### config.mk
export PLATFORM = sky130hd
export DESIGN_NAME = bit_serializer
export DESIGN_NICKNAME = d
export VERILOG_FILES = /design/src/rtl/bit_serializer.sv
export SDC_FILE = /design/constraint.sdc
export NUM_CORES = 1
export LEC_CHECK = 0
export CAP_MARGIN = 0
export CELL_PAD_IN_SITES_DETAIL_PLACEMENT = 1
export CELL_PAD_IN_SITES_GLOBAL_PLACEMENT = 1
export CORE_MARGIN = 1
export CORE_UTILIZATION = 33
export CTS_CLUSTER_DIAMETER = 150
export DETAILED_ROUTE_END_ITERATION = 12
export GPL_TIMING_DRIVEN = 0
export PLACE_DENSITY = 0.78
export SLEW_MARGIN = 40
export SYNTH_ARGS = -nofsm -noshare
export SYNTH_HDL_FRONTEND = slang
export SYNTH_SLANG_ARGS = --single-unit
### constraint.sdc
create_clock -name clk -period 1.4 [get_ports clk]
set_input_delay 0.21 -clock clk [delete_from_list [all_inputs] [get_ports clk]]
set_output_delay 0.21 -clock clk [all_outputs]
set_load 0.02 [all_outputs]
### src/rtl/bit_serializer.sv
`default_nettype none
// ============================================================================
//  Module   : bit_serializer
//  Purpose  : Parallel-to-serial front end for the serial sequence detector.
//             Accepts WIDTH-bit words over a valid/ready handshake and shifts
//             them out MSB-first, one bit per clock, on x. Between words x is
//             held at 0, so idle time looks like a run of zeros downstream.
//  Ports    : clk        - clock, all flops on the rising edge
//             rst        - asynchronous, active-low reset
//             din        - parallel word, sampled on the accepting edge
//             din_valid  - upstream word available
//             din_ready  - block can accept a word this cycle (combinational
//                          from state/counter only)
//             x          - serial bit (registered)
//             x_valid    - x carries a real data/parity bit (registered)
//             word_done  - one-cycle pulse on the final bit of a word
//  Options  : SER_PARITY_EN - when defined, an even-parity bit follows bit 0
//             of every word; word_done and din_ready move to that cycle.
//  Revision : 1.0 - initial release
// ============================================================================
module bit_serializer #(
    parameter int WIDTH = 8
) (
    input  logic             clk,
    input  logic             rst,
    input  logic [WIDTH-1:0] din,
    input  logic             din_valid,
    output logic             din_ready,
    output logic             x,
    output logic             x_valid,
    output logic             word_done
);

    localparam int CNT_W = $clog2(WIDTH);

`ifdef SER_PARITY_EN
    typedef enum logic [1:0] {
        ST_IDLE  = 2'd0,
        ST_SHIFT = 2'd1,
        ST_PAR   = 2'd2
    } state_t;
`else
    typedef enum logic [1:0] {
        ST_IDLE  = 2'd0,
        ST_SHIFT = 2'd1
    } state_t;
`endif

    state_t             state_q, state_d;
    logic [WIDTH-1:0]   shreg_q, shreg_d;
    logic [CNT_W-1:0]   cnt_q,   cnt_d;
    logic               x_q, x_d;
    logic               x_valid_q, x_valid_d;
    logic               word_done_q, word_done_d;
    logic               last_bit;
    logic               accept;
`ifdef SER_PARITY_EN
    logic               par_q, par_d;
`endif

    // The bit currently on x is the last data bit when the counter is 0.
    assign last_bit = (state_q == ST_SHIFT) && (cnt_q == '0);

`ifdef SER_PARITY_EN
    assign din_ready = (state_q == ST_IDLE) || (state_q == ST_PAR);
`else
    assign din_ready = (state_q == ST_IDLE) || last_bit;
`endif

    assign accept = din_valid && din_ready;

    always_comb begin
        state_d     = state_q;
        shreg_d     = shreg_q;
        cnt_d       = cnt_q;
        x_d         = 1'b0;
        x_valid_d   = 1'b0;
        word_done_d = 1'b0;
`ifdef SER_PARITY_EN
        par_d       = par_q;
`endif

        case (state_q)
            ST_SHIFT: begin
                if (cnt_q != '0) begin
                    // shreg_q holds the bits still to send, MSB first.
                    x_d       = shreg_q[WIDTH-1];
                    x_valid_d = 1'b1;
                    shreg_d   = {shreg_q[WIDTH-2:0], 1'b0};
                    cnt_d     = cnt_q - CNT_W'(1);
`ifdef SER_PARITY_EN
                    word_done_d = 1'b0;
`else
                    // Next bit out is bit 0: flag it as the end of the word.
                    word_done_d = (cnt_q == CNT_W'(1));
`endif
                end else begin
`ifdef SER_PARITY_EN
                    state_d     = ST_PAR;
                    x_d         = par_q;
                    x_valid_d   = 1'b1;
                    word_done_d = 1'b1;
`else
                    state_d     = ST_IDLE;
`endif
                end
            end
`ifdef SER_PARITY_EN
            ST_PAR: begin
                state_d = ST_IDLE;
            end
`endif
            default: begin
                state_d = ST_IDLE;
            end
        endcase

        // A new word can only arrive in IDLE or the final-bit cycle, so it
        // overrides whatever the current word would have done next. The MSB
        // is presented right away, leaving the remaining bits in shreg.
        if (accept) begin
            state_d     = ST_SHIFT;
            x_d         = din[WIDTH-1];
            x_valid_d   = 1'b1;
            word_done_d = 1'b0;
            shreg_d     = {din[WIDTH-2:0], 1'b0};
            cnt_d       = CNT_W'(WIDTH-1);
`ifdef SER_PARITY_EN
            par_d       = ^din;
`endif
        end
    end

    always_ff @(posedge clk or negedge rst) begin
        if (!rst) begin
            state_q     <= ST_IDLE;
            shreg_q     <= '0;
            cnt_q       <= '0;
            x_q         <= 1'b0;
            x_valid_q   <= 1'b0;
            word_done_q <= 1'b0;
`ifdef SER_PARITY_EN
            par_q       <= 1'b0;
`endif
        end else begin
            state_q     <= state_d;
            shreg_q     <= shreg_d;
            cnt_q       <= cnt_d;
            x_q         <= x_d;
            x_valid_q   <= x_valid_d;
            word_done_q <= word_done_d;
`ifdef SER_PARITY_EN
            par_q       <= par_d;
`endif
        end
    end

    assign x         = x_q;
    assign x_valid   = x_valid_q;
    assign word_done = word_done_q;

endmodule
`default_nettype wire

==> results of run 1 <==
layout make-up:
class / count / area [um2]
timing repair buffer: 24 / 234
sequential: 14 / 350
clock buffer: 3 / 22.5
multi-input combinational: 36 / 280
inverter: 4 / 20.0
tap: 25 / 31.3
buffer: 2 / 26.3
fill: 199 / 818
where the power goes:
group	leakage [nW]	internal, W	switching (W)
Sequential	0.173	0.000568	0.0000877
Combinational	0.274	0.000628	0.000564
Clock	0.0138	0.0000993	0.000125
Total	0.461	0.00130	0.000777
per-layer routing:
| metal | wire length (um) | vias to the layer above | track usage |
|---|---|---|---|
| met5 | 0 | - | 0 |
| met4 | 22 | 0 | 0.0706 |
| met3 | 58 | 2 | 0.0235 |
| met2 | 862 | 13 | 0.275 |
| met1 | 721 | 250 | 0.210 |
| li1 | - | 241 | - |
kinds of logic after synthesis:
family,Yosys count,share of synthesized area
AND/OR/NAND/NOR,15,0.118
adder cells (fa/ha/maj),3,0.0578
flip-flops,14,0.540
buffers and inverters,7,0.0751
AO/OA/AOI/OAI,11,0.102
multiplexers,7,0.108
metrics by stage:
step	hold slack [ns]	total power, W
after floorplan	-0.0856	0.00116
after global placement	0.451	0.00138
after detailed placement	0.480	0.00142
after CTS	0.352	0.00183
after global routing	0.374	0.00222
final	0.325	0.00207
layout by cell type (no fill, tap or decap):
master	count
clkdlybuf4s50_1	10
o21ai_2	3
dfrtp_1	14
dlygate4sd2_1	3
nand3_1	1
and3_1	1
o21ai_0	1
a21oi_1	1
nor2b_4	1
inv_6	1
nor2_1	1
buf_6	3
buf_8	1
ha_4	2
inv_2	2
clkbuf_16	1
o21ai_1	6
nand2b_1	2
nor3_2	1
nand2_1	8
mux2i_1	7
clkbuf_4	3
buf_4	8
ha_1	1
inv_1	1
how the worst min path moves through the flow:
| stage | startpoint | end | slack [ns] | depth (start not counted) |
|---|---|---|---|---|
| finish | rst | cnt_q[2] | 0.32 | 1 |
| global route | rst | x_valid | 0.37 | 1 |
| CTS | rst | x_valid | 0.35 | 1 |
| detailed placement | shreg_q[5] | shreg_q[6] | 0.48 | 2 |
| global placement | shreg_q[7] | x | 0.45 | 2 |
| floorplan | rst | cnt_q[0] | -0.09 | 0 |
what timing repair did:
item / 4_1_cts / 5_1_grt
endpoints found under the setup margin: 15 / 12
gates cloned: 0 / 1
pin swaps: 2 / 0
resized for setup: 18 / 5
buffers inserted: 4 / 5
registers in the layout (all words and copies together) (netlist names):
name / flops
word_done: 1
cnt_q: 3
shreg_q: 7
state_q: 1
x: 1
x_valid: 1
==> flow_metrics.py, run 1 <==
metrics = {
    "global_route": {
        "grt_max_degree": 15,
        "antenna_found_initial": 0,
        "grt_pass1_vias": 508,
        "grtUsageTotal": 0.165,
        "overflow": 0,
        "grt_pass1_wl_mm": 2.37,
    },
    "logic_synthesis": {
        "synthMostInstantiatedCell": "dfrtp_1",
        "synth_area_per_cell_um2": 11.4,
        "ys_seq_area_frac": 0.539,
        "synth_top_cells_by_count": "14 x dfrtp_1, 8 x nand2_1, 7 x mux2i_1",
        "synth_cells": 57,
        "synth-async-reset-ratio": 1.00,
        "synth_top_area_share": 0.539,
        "synth_cell_types": 17,
        "synth_edf_count": 0,
        "synth_area_leader_cell": "dfrtp_1",
        "yosys_warnings": 0,
        "synth-main-ff-cell": "dfrtp_1",
        "synthTopCellsByArea": "dfrtp_1 54%, mux2i_1 11%, ha_1 5.8%",
        "synth_nets": 71,
        "synth_area_um2": 649,
        "ys_ff_latch": 14,
    },
    "timing": {
        "rsz0062_at_grt": "yes",
        "hold_violations": 0,
        "worst_pin_slew_ns": 0.633,
        "timing.fmax_mhz": 634,
        "post-route-min-period_ns": 1.58,
        "setup_violations": 11,
        "fin_worst_skew_ns": 0.00424,
        "finalWorstSetupSlack_ns": -0.178,
        "slew_viol_final": 0,
        "setup_tns_ns": -1.17,
        "fin_crit_sh": 1.13,
        "slew_headroom": 0.577,
    },
    "setup_path": {
        "cp-end-kind": "output pin",
        "r2r_start": "cnt_q[0]",
        "crit_arrival_ns": 1.37,
        "crit_start": "cnt_q[0]",
        "crit_end": "din_ready",
        "cp_common_cell": "ha_4",
        "cpLargestDelayFamily": "flip-flops",
        "cp.buffers_inverters": 3,
        "reg2reg_depth": 9,
        "slowest_stage": "dfrtp_1",
        "rr_endpoint": "shreg_q[6]",
        "path_max_fanout": 2,
        "crit_type": "flop to output pin",
        "cp.depth": 6,
        "rrSetupSlack_ns": -0.12,
        "cp.required_ns": 1.19,
        "max_stage_delay_ns": 0.40,
        "cp-start-kind": "flop",
        "worstPathCellList": "inv_2 > ha_4 > ha_4 > nor2b_4 > inv_6 > buf_6",
    },
    "detailed_routing": {
        "firstDrtPassIters": 4,
        "vias": 506,
        "drt-total-wl_mm": 1.67,
        "drc": 0,
        "wl_per_cell_um": 15.4,
        "viasPerCell": 4.69,
        "drtAntennaViolNets": 0,
        "drt_iter0_drc": 6,
    },
    "placement": {
        "dp.cells": 96,
        "place_ws_ns": -0.516,
        "port_buffers": 14,
        "post-dp-hpwl_um": 951,
        "placed_cell_area_um2": 821,
        "place_congestion": 0.701,
    },
    "power": {
        "peakVddDrop_mv": 0.866,
        "powerDensity_nw_per_um2": 2150,
        "p_leak_nw": 0.461,
    },
    "clocking": {
        "tritoncts": "built",
        "cts.clk_slew.worst_paths_ns": 0.09,
        "clockBufferDepth": 2,
        "insertion_delay_ns": 0.27,
        "clock-sinks": 14,
        "clock-root-buffer": "clkbuf_4",
        "h-tree-depth": 1,
        "numCtsBuffers": 3,
        "hold_buffers": 0,
    },
    "final_layout": {
        "design_area_um2": 965,
        "post-route-util": 0.541,
        "fin_nets": 99,
        "syn2layout_area_growth_pct": 48.6,
        "num_antenna_cells": 0,
        "final_cells": 108,
        "drive_gt1_frac": 0.313,
    },
    "run_status": {
        "status": "finished with violations",
        "violations": "setup timing",
    },
    "floorplanning": {
        "coreArea_um2": 1780,
        "pin_count": 15,
        "die_area_um2": 2150,
        "die_w_um": 46.4,
        "dieHeight_um": 46.4,
        "initial_core_util": 0.364,
        "rows": 15,
    },
    "worst_hold_path": {
        "hold_path.class": "primary input to async pin",
    },
    "flow_run": {
        "drv_cap": 0,
    },
}
Power figures use the tool's default switching activity.
==> run 2: changes to the inputs <==
CORE_MARGIN = 2   (was 1)
==> run 2 against run 1 <==
Against the previous run: the flow still finishes with violations (setup timing); first-iteration DRC count grew 120%; via count up 4.2%; sequential share of layout area fell by 3.0 points; clock-buffer cell count unchanged; total power is 13% higher; cell area up 8.9%; register-to-register slack about the same; largest power group unchanged.
==> flow_metrics.py, run 2 (synthesis gave the netlist of run 1 again) <==
metrics = {
    "power": {
        "total_power_w": 0.00235,
        "peakVddDrop_mv": 0.899,
        "p_leak_nw": 0.494,
        "powerDensity_nw_per_um2": 2230,
    },
    "setup_path": {
        "crit_arrival_ns": 1.39,
        "rr_endpoint": "shreg_q[4]",
        "cp-start-kind": "flop",
        "r2r_start": "cnt_q[0]",
        "cp.required_ns": 1.19,
        "path_max_fanout": 2,
        "crit_type": "flop to output pin",
        "rrSetupSlack_ns": -0.13,
        "reg2reg_depth": 10,
        "cp-end-kind": "output pin",
    },
    "floorplanning": {
        "dieHeight_um": 48.4,
        "initial_core_util": 0.341,
        "die_area_um2": 2340,
        "rows": 16,
        "pin_count": 15,
        "coreArea_um2": 1900,
        "die_w_um": 48.4,
    },
    "detailed_routing": {
        "route.met2.wl_um": 873,
        "firstDrtPassIters": 3,
        "drtAntennaViolNets": 0,
        "drt_iter0_drc": 13,
        "drc": 0,
        "wl_met3_um": 50,
        "met1Wirelength_um": 755,
        "drt-total-wl_mm": 1.74,
        "dr.max_layer_used": "met4",
        "vias": 527,
        "wl_per_cell_um": 15.7,
        "viasPerCell": 4.75,
    },
    "worst_hold_path": {
        "hold_path.class": "primary input to async pin",
    },
    "placement": {
        "place_congestion": 0.698,
        "post-dp-hpwl_um": 939,
        "port_buffers": 14,
        "dp.cells": 98,
    },
    "final_layout": {
        "layout_commonest_cell": "dfrtp_1",
        "post-route-util": 0.553,
        "reg.largest.list": "shreg_q (7), cnt_q (3)",
        "top_register": "shreg_q",
        "multi_input_area_um2": 347,
        "syn2layout_area_growth_pct": 61.8,
        "drive_gt1_frac": 0.476,
        "register_area_um2": 350,
        "largest_register_ffs": 7,
        "fill_cells": 200,
        "final_cell_mix": "14 x dfrtp_1, 10 x clkdlybuf4s50_1, 8 x buf_4",
        "num_antenna_cells": 0,
        "fin_nets": 100,
        "final_cells": 111,
    },
    "clocking": {
        "clock-sinks": 14,
        "clockBufferDepth": 2,
        "clock-root-buffer": "clkbuf_4",
        "h-tree-depth": 1,
        "insertion_delay_ns": 0.28,
        "cts.clk_slew.worst_paths_ns": 0.08,
        "tritoncts": "built",
        "hold_buffers": 0,
        "numCtsBuffers": 3,
    },
    "run_status": {
        "status": "finished with violations",
        "violations": "setup timing",
    },
    "global_route": {
        "grt_pass1_wl_mm": 2.57,
        "grt_pass1_vias": 572,
        "grt_max_degree": 15,
        "grtUsageTotal": 0.146,
        "overflow": 0,
        "antenna_found_initial": 0,
    },
    "timing": {
        "slew_viol_final": 0,
        "fin_crit_sh": 1.14,
        "timing.fmax_mhz": 625,
        "setup_violations": 13,
        "slew_headroom": 0.579,
        "rsz0062_at_grt": "yes",
        "setup_tns_ns": -1.32,
        "hold_slack_ns": 0.312,
        "worst_pin_slew_ns": 0.629,
        "finalWorstSetupSlack_ns": -0.199,
        "hold_violations": 0,
        "post-route-min-period_ns": 1.60,
        "fin_worst_skew_ns": 0.00228,
    },
    "flow_run": {
        "drv_cap": 0,
    },
}
[run 2: changes by cell type in the layout (fill, tap and decap cells not counted), moves of 2 or more]
cell / before / now
o21ai_2: 3 / 5
nand2_1: 8 / 0
nand2_4: 0 / 5
nand2_2: 0 / 3
o21ai_1: 6 / 4
[run 2: cell type report]
| type | count | area share |
|---|---|---|
| buffer | 3 | 0.0357 |
| clock buffer | 3 | 0.0214 |
| inverter | 4 | 0.0214 |
| multi-input combinational | 36 | 0.330 |
| sequential | 14 | 0.333 |
| tap | 27 | 0.0321 |
| timing repair buffer | 24 | 0.226 |
[run 2: metal layers]
layer  vias up  track usage
li1        243            -
met1       262        0.169
met2        16        0.245
met3         6       0.0340
met4         0       0.0857
met5         -            0
[run 2: timing repair]
| action | in CTS | in global routing |
|---|---|---|
| gates cloned | 0 | 1 |
| setup endpoints to repair | 15 | 13 |
| buffers inserted | 4 | 6 |
| resized for setup | 22 | 21 |
| pin swaps | 2 | 6 |
[run 2: how the worst max path moves through the flow]
stage	start	endpoint	slack [ns]
final	cnt_q[0]	din_ready	-0.20
after global routing	cnt_q[1]	din_ready	-0.24
after CTS	cnt_q[1]	din_ready	-0.19
after detailed placement	cnt_q[0]	din_ready	-0.52
after global placement	cnt_q[0]	din_ready	-0.50
after floorplan	cnt_q[0]	cnt_q[1]	0.005
[run 2: metrics by stage]
stage / setup slack, ns / cell area [um2]
2_1_floorplan: 0.00495 / 649
3_3_place_gp: -0.503 / 823
3_5_place_dp: -0.524 / 823
4_1_cts: -0.195 / 910
5_1_grt: -0.239 / 1050
6_report: -0.199 / 1050
[run 2: critical path, cell delays in order (launching register included)]
cell	delay, ns
dfrtp_1	0.37
inv_2	0.06
ha_4	0.16
ha_4	0.15
nor2b_4	0.10
buf_6	0.12
inv_8	0.03
buf_6	0.11
[run 2: where the power goes]
group | internal, W | leakage (nW) | switching, W | total (W)
Combinational | 0.000752 | 0.307 | 0.000681 | 0.00143
Clock | 0.000100 | 0.0138 | 0.000133 | 0.000233
Sequential | 0.000569 | 0.173 | 0.000114 | 0.000683
